<file path="config.mk">
export PLATFORM = sky130hd
export DESIGN_NAME = sonar_ranger_mc
export DESIGN_NICKNAME = d
export VERILOG_FILES = /design/src/rtl/sonar_pkg.sv /design/src/rtl/sonar_echo_timer.sv /design/src/rtl/sonar_ranger_mc.sv
export SDC_FILE = /design/constraint.sdc
export NUM_CORES = 1
export LEC_CHECK = 0
export ABC_AREA = 1
export ABC_CLOCK_PERIOD_IN_PS = 3200
export CAP_MARGIN = 20
export CORE_MARGIN = 1.5
export CORE_UTILIZATION = 60
export CTS_CLUSTER_DIAMETER = 150
export DETAILED_ROUTE_END_ITERATION = 6
export HOLD_SLACK_MARGIN = 0.06
export PLACE_DENSITY = 0.84
export SYNTH_ARGS = -nofsm -noshare
export SYNTH_HDL_FRONTEND = slang
export SYNTH_HIERARCHICAL = 1
export SYNTH_SLANG_ARGS = --single-unit
</file>
<file path="constraint.sdc">
create_clock -name clk -period 3.2 [get_ports clk]
set_input_delay 0.48 -clock clk [delete_from_list [all_inputs] [get_ports clk]]
set_output_delay 0.48 -clock clk [all_outputs]
set_load 0.005 [all_outputs]
</file>
<file path="src/rtl/sonar_pkg.sv">
// Shared types and default timing for the multi-channel sonar ranger.
// Defaults assume the 12 MHz HFOSC divide.
package sonar_pkg;

  typedef enum logic [2:0] {
    S_IDLE,
    S_TRIG,
    S_WAIT_RISE,
    S_MEASURE,
    S_HOLD
  } state_e;

  localparam int DEF_N_CH           = 4;
  localparam int DEF_TRIG_CYCLES    = 120;
  localparam int DEF_SLOT_CYCLES    = 720000;
  localparam int DEF_TIMEOUT_CYCLES = 360000;
  localparam int DEF_CYC_PER_CM     = 696;
  localparam int DEF_DIST_W         = 10;
  localparam int DEF_MAX_CM         = 500;

  function automatic int ch_bits(input int n);
    return (n > 1) ? $clog2(n) : 1;
  endfunction

endpackage

</file>
<file path="src/rtl/sonar_echo_timer.sv">
// Echo synchronizers, edge detect of the selected channel,
// centimetre prescaler and trigger-to-echo timeout counter.
module sonar_echo_timer
  import sonar_pkg::*;
#(
  parameter int N_CH           = DEF_N_CH,
  parameter int CH_W           = 2,
  parameter int TIMEOUT_CYCLES = DEF_TIMEOUT_CYCLES,
  parameter int CYC_PER_CM     = DEF_CYC_PER_CM,
  parameter int DIST_W         = DEF_DIST_W,
  parameter int MAX_CM         = DEF_MAX_CM
) (
  input  logic              clk,
  input  logic              rst,
  input  logic [N_CH-1:0]   echo,
  input  logic [CH_W-1:0]   sel,
  input  logic              run,
  input  logic              meas,
  output logic              rise,
  output logic              fall,
  output logic              tmo_hit,
  output logic [DIST_W-1:0] cm_nxt
);

  localparam int TW = $clog2(TIMEOUT_CYCLES) + 1;
  localparam int PW = $clog2(CYC_PER_CM) + 1;

  logic [N_CH-1:0]   s1_q, s1_d, s2_q, s2_d, s3_q, s3_d;
  logic [PW-1:0]     presc_q, presc_d;
  logic [DIST_W-1:0] cm_q, cm_d;
  logic [TW-1:0]     tmo_q, tmo_d;

  // s3 keeps a per-channel history so a channel switch never fakes an edge
  assign rise    = s2_q[sel] & ~s3_q[sel];
  assign fall    = ~s2_q[sel] & s3_q[sel];
  assign tmo_hit = (tmo_q == TW'(TIMEOUT_CYCLES));
  assign cm_nxt  = cm_d;

  always_comb begin
    s1_d    = echo;
    s2_d    = s1_q;
    s3_d    = s2_q;
    presc_d = '0;
    cm_d    = '0;
    tmo_d   = '0;
    if (meas) begin
      if (presc_q == PW'(CYC_PER_CM - 1)) begin
        presc_d = '0;
        cm_d    = (cm_q >= DIST_W'(MAX_CM)) ? DIST_W'(MAX_CM)
                                            : cm_q + 1'b1;
      end else begin
        presc_d = presc_q + 1'b1;
        cm_d    = cm_q;
      end
    end
    if (run) begin
      tmo_d = tmo_hit ? tmo_q : tmo_q + 1'b1;
    end
  end

  always_ff @(posedge clk or posedge rst) begin
    if (rst) begin
      s1_q    <= '0;
      s2_q    <= '0;
      s3_q    <= '0;
      presc_q <= '0;
      cm_q    <= '0;
      tmo_q   <= '0;
    end else begin
      s1_q    <= s1_d;
      s2_q    <= s2_d;
      s3_q    <= s3_d;
      presc_q <= presc_d;
      cm_q    <= cm_d;
      tmo_q   <= tmo_d;
    end
  end

endmodule

</file>
<file path="src/rtl/sonar_ranger_mc.sv">
// Multi-channel HC-SR04 ranging engine: slot sequencer,
// round-robin channel pick and 1-deep valid/ready result register.
module sonar_ranger_mc
  import sonar_pkg::*;
#(
  parameter int N_CH           = DEF_N_CH,
  parameter int TRIG_CYCLES    = DEF_TRIG_CYCLES,
  parameter int SLOT_CYCLES    = DEF_SLOT_CYCLES,
  parameter int TIMEOUT_CYCLES = DEF_TIMEOUT_CYCLES,
  parameter int CYC_PER_CM     = DEF_CYC_PER_CM,
  parameter int DIST_W         = DEF_DIST_W,
  parameter int MAX_CM         = DEF_MAX_CM,
  localparam int CH_W          = ch_bits(N_CH)
) (
  input  logic              clk,
  input  logic              rst,
  input  logic [N_CH-1:0]   ch_en,
  input  logic [N_CH-1:0]   echo,
  output logic [N_CH-1:0]   trig,
  output logic              res_valid,
  input  logic              res_ready,
  output logic [CH_W-1:0]   res_ch,
  output logic [DIST_W-1:0] res_dist,
  output logic              res_timeout,
  output logic              res_drop
);

  localparam int SW = $clog2(SLOT_CYCLES) + 1;

  state_e            state_q, state_d;
  logic [CH_W-1:0]   ch_q, ch_d, ptr_q, ptr_d;
  logic [SW-1:0]     slot_q, slot_d;
  logic [N_CH-1:0]   trig_q, trig_d;
  logic              res_valid_q, res_valid_d;
  logic [CH_W-1:0]   res_ch_q, res_ch_d;
  logic [DIST_W-1:0] res_dist_q, res_dist_d;
  logic              res_timeout_q, res_timeout_d;
  logic              res_drop_q, res_drop_d;
  logic              post, p_tmo;
  logic              rise, fall, tmo_hit;
  logic [DIST_W-1:0] cm_nxt;

  function automatic logic [CH_W-1:0] pick_ch(
    input logic [N_CH-1:0] en,
    input logic [CH_W-1:0] ptr
  );
    logic [CH_W-1:0] r;
    logic            got;
    int              j;
    r   = '0;
    got = 1'b0;
    for (int i = 0; i < N_CH; i++) begin
      j = int'(ptr) + i;
      if (j >= N_CH) j = j - N_CH;
      if (!got && en[j[CH_W-1:0]]) begin
        got = 1'b1;
        r   = j[CH_W-1:0];
      end
    end
    return r;
  endfunction

  sonar_echo_timer #(
    .N_CH          (N_CH),
    .CH_W          (CH_W),
    .TIMEOUT_CYCLES(TIMEOUT_CYCLES),
    .CYC_PER_CM    (CYC_PER_CM),
    .DIST_W        (DIST_W),
    .MAX_CM        (MAX_CM)
  ) u_timer (
    .clk    (clk),
    .rst    (rst),
    .echo   (echo),
    .sel    (ch_q),
    .run    (state_q == S_WAIT_RISE || state_q == S_MEASURE),
    .meas   (state_q == S_MEASURE),
    .rise   (rise),
    .fall   (fall),
    .tmo_hit(tmo_hit),
    .cm_nxt (cm_nxt)
  );

  always_comb begin
    state_d = state_q;
    ch_d    = ch_q;
    ptr_d   = ptr_q;
    slot_d  = (slot_q == SW'(SLOT_CYCLES - 1)) ? slot_q
                                               : slot_q + 1'b1;
    post    = 1'b0;
    p_tmo   = 1'b0;
    unique case (state_q)
      S_IDLE: begin
        // the IDLE cycle is slot cycle 0, so slots stay exactly SLOT_CYCLES
        if (|ch_en) begin
          ch_d    = pick_ch(ch_en, ptr_q);
          slot_d  = SW'(1);
          state_d = S_TRIG;
        end
      end
      S_TRIG: begin
        if (slot_q >= SW'(TRIG_CYCLES)) state_d = S_WAIT_RISE;
      end
      S_WAIT_RISE: begin
        if (tmo_hit) begin
          post    = 1'b1;
          p_tmo   = 1'b1;
          state_d = S_HOLD;
        end else if (rise) begin
          state_d = S_MEASURE;
        end
      end
      S_MEASURE: begin
        if (fall) begin
          post    = 1'b1;
          state_d = S_HOLD;
        end else if (tmo_hit) begin
          post    = 1'b1;
          p_tmo   = 1'b1;
          state_d = S_HOLD;
        end
      end
      S_HOLD: begin
        if (slot_q >= SW'(SLOT_CYCLES - 1)) begin
          ptr_d   = (ch_q == CH_W'(N_CH - 1)) ? '0 : ch_q + 1'b1;
          state_d = S_IDLE;
        end
      end
      default: state_d = S_IDLE;
    endcase

    trig_d = '0;
    if (state_q == S_TRIG) trig_d[ch_q] = 1'b1;

    res_valid_d   = res_valid_q & ~res_ready;
    res_ch_d      = res_ch_q;
    res_dist_d    = res_dist_q;
    res_timeout_d = res_timeout_q;
    res_drop_d    = 1'b0;
    if (post) begin
      if (!res_valid_q || res_ready) begin
        res_valid_d   = 1'b1;
        res_ch_d      = ch_q;
        res_dist_d    = p_tmo ? '0 : cm_nxt;
        res_timeout_d = p_tmo;
      end else begin
        res_drop_d = 1'b1;
      end
    end
  end

  always_ff @(posedge clk or posedge rst) begin
    if (rst) begin
      state_q       <= S_IDLE;
      ch_q          <= '0;
      ptr_q         <= '0;
      slot_q        <= '0;
      trig_q        <= '0;
      res_valid_q   <= 1'b0;
      res_ch_q      <= '0;
      res_dist_q    <= '0;
      res_timeout_q <= 1'b0;
      res_drop_q    <= 1'b0;
    end else begin
      state_q       <= state_d;
      ch_q          <= ch_d;
      ptr_q         <= ptr_d;
      slot_q        <= slot_d;
      trig_q        <= trig_d;
      res_valid_q   <= res_valid_d;
      res_ch_q      <= res_ch_d;
      res_dist_q    <= res_dist_d;
      res_timeout_q <= res_timeout_d;
      res_drop_q    <= res_drop_d;
    end
  end

  assign trig        = trig_q;
  assign res_valid   = res_valid_q;
  assign res_ch      = res_ch_q;
  assign res_dist    = res_dist_q;
  assign res_timeout = res_timeout_q;
  assign res_drop    = res_drop_q;

endmodule

</file>
# Word-level counts from Yosys, hierarchy flattened
# Index checks and enable logic that the tools add are counted.
[totals]
elab_cells = 146
ff_bits = 100
in_bits = 11
[classes]
bitwise = 6
n_lt_le_gt_ge = 13
n_addsub = 12
n_eq_ne = 14
n_reduce_logical = 16
muxes = 69
[ops]
columns = ["op", "count"]
rows = [
  ["$mux W21", 3],
  ["$mux W10", 4],
  ["$mux W20", 2],
  ["$mux W2", 17],
  ["$mux W1", 23],
  ["$mux W11", 2],
  ["$add A21 B1 Y21 const B", 1],
  ["$eq A21 B20 Y1 const B", 1],
  ["$ge A21 B20 Y1 const B", 1],
  ["$ge A21 B7 Y1 const B", 1],
  ["$mux W3", 7],
  ["$add A20 B1 Y20 const B", 1],
  ["$eq A20 B19 Y1 const B", 1],
  ["$lt A2 B3 Y1 const B", 5],
  ["$pmux W3 S5", 1],
  ["$bmux W1 S2", 6],
  ["$add A11 B1 Y11 const B", 1],
  ["$eq A11 B10 Y1 const B", 1],
  ["$add A10 B1 Y10 const B", 1],
  ["$ge A10 B9 Y1 const B", 1],
  ["$ge A3 B3 Y1 const B", 3],
  ["$ne A2 B2 Y1 const B", 4],
  ["$sub A2 B1 Y2 const B", 4],
  ["$add A2 B2 Y3 const B", 2],
  ["other kinds (22)", 37],
]

# Depth between registers and ports, before layout
[depth]
word_depth = 22
depth_mapped = 14
mapped_depth_nobuf = 14

# Hierarchy
# The synthesis kept the hierarchy.
[by_module_without_submodules]
columns = ["mod", "n_inst", "area_each_um2", "cells_each", "seq_area_each_um2"]
rows = [
  ["sonar_ranger_mc", 1, 2757.6, 359, 1176.1],
  ["sonar_echo_timer", 1, 2733.9, 355, 1326.3],
]

# Worst setup path after synthesis
# Ideal clock, no wire load.
[synth_path]
kind = "register to register"
from = "register u_timer.tmo_q[0]"
to = "register res_dist_q[1] (netlist: res_dist[1])"
arrival_ns = 1.771
required_time_ns = 3.079
setup_slack_ns = 1.308
stages_incl_launch_ff = 12
path_buffers = 1
path_cell_list = "dfrtp_1 > inv_1 > ha_1 > inv_1 > nor4_1 > nand4_1 > nor2_1 > inv_1 > a21oi_4 > nand3_4 > buf_6 > a22o_1"
[synth_between]
elab_chain_cells = 5
[synth_lines]
columns = ["item", "line_no", "rtl"]
rows = [
  ["start, declared", "sonar_echo_timer.sv:31", "logic [TW-1:0] tmo_q, tmo_d;"],
  ["start signal, assigned", "sonar_echo_timer.sv:75", "tmo_q <= tmo_d;"],
  ["$eq A20 B19 Y1 *", "sonar_echo_timer.sv:36", "assign tmo_hit = (tmo_q == TW'(TIMEOUT_CYCLES));"],
  ["via tmo_hit", "sonar_ranger_mc.sv:40", "logic rise, fall, tmo_hit;"],
  ["$mux W1 *", "sonar_ranger_mc.sv:104, sonar_ranger_mc.sv:116", ""],
  ["$mux W1", "sonar_ranger_mc.sv:113", "if (fall) begin"],
  ["$pmux W1 S2", "sonar_ranger_mc.sv:91", "unique case (state_q)"],
  ["$mux W10 / $reduce_and A2 Y1 (equally long branches)", "--", ""],
  ["end signal, assigned", "sonar_ranger_mc.sv:171", "res_dist_q <= res_dist_d;"],
  ["end, declared", "sonar_ranger_mc.sv:36", "logic [DIST_W-1:0] res_dist_q, res_dist_d;"],
]
# Mark *: on every way through the listed nets, which the timed path passes. The rest lies on a longest branch.
# A chain may end at the register's enable or synchronous reset.

# Final worst setup path
[layout_path]
from = "register u_timer.tmo_q[0]"
to = "register res_dist_q[7] (netlist: res_dist[7])"
# Same word-level chain as after synthesis.

==> reports/qor.yml <==
period_needed_ns: 2.38
report.final.setup_viol: 0
min_path_type: "flip-flop to flip-flop"
grt_pass1_wl_um: 20100
unrepaired_setup_endpoints_after_global_routing: "no"
layout-area-overhead-vs-synth_pct: 10.8
maxClockFrequency_ghz: 0.420
place_congestion: 0.907
async_reset_ff_share_pct: 100
pin_count_of_the_biggest_net_entering_global_routing: 48
route.detailed.wl_per_inst_um: 13.5
resize_count_post_cts: 0
globalRoute.totalOverflow: 0
power.density_nw_per_um2: 533
clk-insertion-delay-late_ns: 0.36
dp.final_hpwl_um: 8670
final_cell_area_um2: 6080
power.share.sequential_pct: 46.5
setup_tns_ns: 0
routed_wirelength_um: 11600
worst_setup_path_start_kind: "flip-flop"
period_share_pct: 74.4
ys_seq_elements: 100
grt_antenna_before_repair: 0
drt_iter0_markers: 295
fp.dieH_um: 98.7
finalHoldViolations: 0
crit_top_cell: "sky130_fd_sc_hd__inv_1"
slew_headroom_pct: 64.0
postSynthCellCount: 714
synth.lib_cells_used.distinct: 42
layout_commonest_cell: "sky130_fd_sc_hd__nand2_1"
cts-root-buf: "sky130_fd_sc_hd__clkbuf_8"
core-area_um2: 8810
maxSlewViolCount: 0
register_area_um2: 2500
port_buffers: 29
netlist_top_cells_area: "sky130_fd_sc_hd__dfrtp_1 (46%), sky130_fd_sc_hd__nand2_1 (11%), sky130_fd_sc_hd__inv_1 (6.6%)"
design_power_total_mw: 3.24
antenna-diode-count: 0
vdd_ir_drop_max_mv: 0.438
ctsHtreeMaxLevel: 3
synth.yosys.warnings: 6
slowest_stage: "sky130_fd_sc_hd__dfrtp_1"
num_rows: 34
required_ns: 3.50
syn_avg_cell_area_um2: 7.69
outcome: "finished, violations left"
worst-r2r-cell-count: 11
switching_power_mw: 1.14
cp.buffers_inverters: 3
power_frac_comb_pct: 27.8
fp.dieArea_um2: 9740
ctsLongestPathBuffers: 2
synth_edf_count: 0
path_cells: "inv_1 -> ha_1 -> inv_1 -> nor4_1 -> nand4_1 -> nor2_1 -> inv_1 -> a21oi_4 -> nand3_4 -> nor2_2 -> a22o_1"
cts_hold_buf: 0
nFillCells: 702
leakage_nw: 2.87
drt_pre_antenna_iters: 7
syn-num-nets: 736
syn-cell-area_um2: 5490
clock_sinks: 100
most_instantiated_flip_flop_cell_in_the_synthesis_netlist: "sky130_fd_sc_hd__dfrtp_1"
worst_setup_hold_path_clk_slew_ns: 0.09
grt_pass1_vias: 4514
layout.nets: 768
post-route-util_pct: 69.1
fin_skew_ns: 0.00835
via_count: 4816
worst-slew-pin-transition_ns: 0.540
netlist.area_leader.share_pct: 45.6
drt.antenna.violating_nets: 0
num_cts_buffers: 9
share_of_cells_above_drive_strength_1_pct: 8.79
power.switching_fraction_pct: 35.2
worst_ep_arrival_time_ns: 2.68
detail_route.drc_violations: 3
timing.rr.end: "res_dist[7]$_DFFE_PP0P_"
num_io_pins: 30
drv_cap: 0
synth.largest_area_cell: "sky130_fd_sc_hd__dfrtp_1"
regToRegSetupSlack_ns: 0.82
clock_tree_from_tritoncts: "built"
critical_path_capture_point: "res_dist[7]$_DFFE_PP0P_"
power_report.internal_total_mw: 2.10
timing.critical_path.fanout_max: 16
critPathCaptureType: "flip-flop"
fin_worst_hold_slack_ns: 0.355
mostFrequentLayoutCells: "sky130_fd_sc_hd__nand2_1 (163), sky130_fd_sc_hd__dfrtp_1 (100), sky130_fd_sc_hd__inv_1 (95)"
routed_via_density: 5.61
critical_path.reg2reg.startpoint: "u_timer/tmo_q[0]$_DFFE_PP0P_"
failed_checks: "DRC"
cp-startpoint: "u_timer/tmo_q[0]$_DFFE_PP0P_"
die_width_um: 98.7
power.clock.fraction_pct: 25.7
groute.usage.overall_pct: 25.5
postCtsSetupBuffers: 0
post_dp_cell_area_um2: 5850
critical_path_class: "flip-flop to flip-flop"
synth_seq_area_share_pct: 45.6
critical_path.max_stage_delay_ns: 0.43
area_used_by_multi_input_combinational_logic_um2: 2520
worstSetupPathDepth: 11
floorplan.initialDensity_pct: 62.4
cpLargestDelayFamily: "simple AND/OR/NAND/NOR gates"
## logic make-up (layout without fill, tap and decap cells)
kind of cell             after synthesis  after routing  share of synthesized area, %
flip-flops                           100            100                          45.6
AO/OA/AOI/OAI                         81             81                          8.73
adder cells (fa/ha/maj)               11             11                          2.51
buffers and inverters                116            153                          8.57
XOR/XNOR                              10             10                          1.60
AND/OR/NAND/NOR                      396            396                          33.0
## routing by layer
layer  GRT usage [%]  vias to the layer above  wire length (µm)
met4            8.79                        0               209
li1                -                     2365                 -
met1            34.0                     2285              5230
met3            3.90                       21               632
met5               0                        -                 0
met2            43.1                      145              5500
## per-stage QoR
stage	setup slack, ns	cells
6_report	0.818	859
5_1_grt	0.564	859
4_1_cts	0.801	858
3_5_place_dp	0.827	842
3_3_place_gp	0.976	842
2_1_floorplan	1.31	714
## registers in the layout, indices dropped and copies added (netlist names), 3 cells and up
name	flops
u_timer/s3_q	4
u_timer/s2_q	4
u_timer/tmo_q	20
state_q	3
slot_q	21
u_timer/s1_q	4
res_dist	10
u_timer/presc_q	11
u_timer/cm_q	10
trig	4
## power by group through the flow
stage	combinational (mW)	clock (mW)	sequential, mW
after floorplan	0.674	0	1.50
after global placement	0.852	0	1.52
after detailed placement	0.896	0	1.53
after CTS	0.898	0.856	1.51
after global routing	1.02	0.907	1.53
final	0.901	0.834	1.51
## synth_stat cells, types with 2 or more instances
master                       n
sky130_fd_sc_hd__xnor2_1     2
sky130_fd_sc_hd__clkbuf_2    2
sky130_fd_sc_hd__nand3_2     4
sky130_fd_sc_hd__buf_4       2
sky130_fd_sc_hd__nor3_1     23
sky130_fd_sc_hd__nor4_1      4
sky130_fd_sc_hd__ha_1       11
sky130_fd_sc_hd__and3_1      2
sky130_fd_sc_hd__dfrtp_1   100
sky130_fd_sc_hd__nand3b_1    2
sky130_fd_sc_hd__o21ai_1     2
sky130_fd_sc_hd__nand3_1    51
sky130_fd_sc_hd__nor3b_1     2
sky130_fd_sc_hd__nand4_1    19
sky130_fd_sc_hd__inv_2       8
sky130_fd_sc_hd__a21oi_1    31
sky130_fd_sc_hd__buf_6       3
sky130_fd_sc_hd__o21ai_0    26
sky130_fd_sc_hd__xor2_1      8
sky130_fd_sc_hd__a22o_1     10
sky130_fd_sc_hd__nor2_1     92
sky130_fd_sc_hd__nand3_4     2
sky130_fd_sc_hd__buf_2       2
sky130_fd_sc_hd__nor2_2     12
sky130_fd_sc_hd__nand2_1   163
sky130_fd_sc_hd__nor2_4      3
sky130_fd_sc_hd__a31oi_1     5
sky130_fd_sc_hd__nand2_2    13
sky130_fd_sc_hd__inv_1      97
## layout make-up
cell class / instances / share of cell area [%]
Clock buffer: 11 / 2.49
Tap cell: 108 / 2.22
Timing Repair Buffer: 31 / 5.23
Sequential cell: 100 / 41.1
Inverter: 106 / 6.54
Clock inverter: 5 / 0.967
Multi-Input combinational cell: 498 / 41.4
## worst min path at each step
| stage | start | endpoint | cells past startpoint |
|---|---|---|---|
| finish | u_timer/s1_q[2]$_DFF_PP0_ | u_timer/s2_q[2]$_DFF_PP0_ | 0 |
| global route | u_timer/s1_q[2]$_DFF_PP0_ | u_timer/s2_q[2]$_DFF_PP0_ | 0 |
| CTS | u_timer/s1_q[2]$_DFF_PP0_ | u_timer/s2_q[2]$_DFF_PP0_ | 0 |
| detailed placement | u_timer/s1_q[2]$_DFF_PP0_ | u_timer/s2_q[2]$_DFF_PP0_ | 0 |
| global placement | u_timer/s1_q[1]$_DFF_PP0_ | u_timer/s2_q[1]$_DFF_PP0_ | 0 |
| floorplan | u_timer/s1_q[0]$_DFF_PP0_ | u_timer/s2_q[0]$_DFF_PP0_ | 0 |
Note: power is estimated with default switching activity, not from simulation.
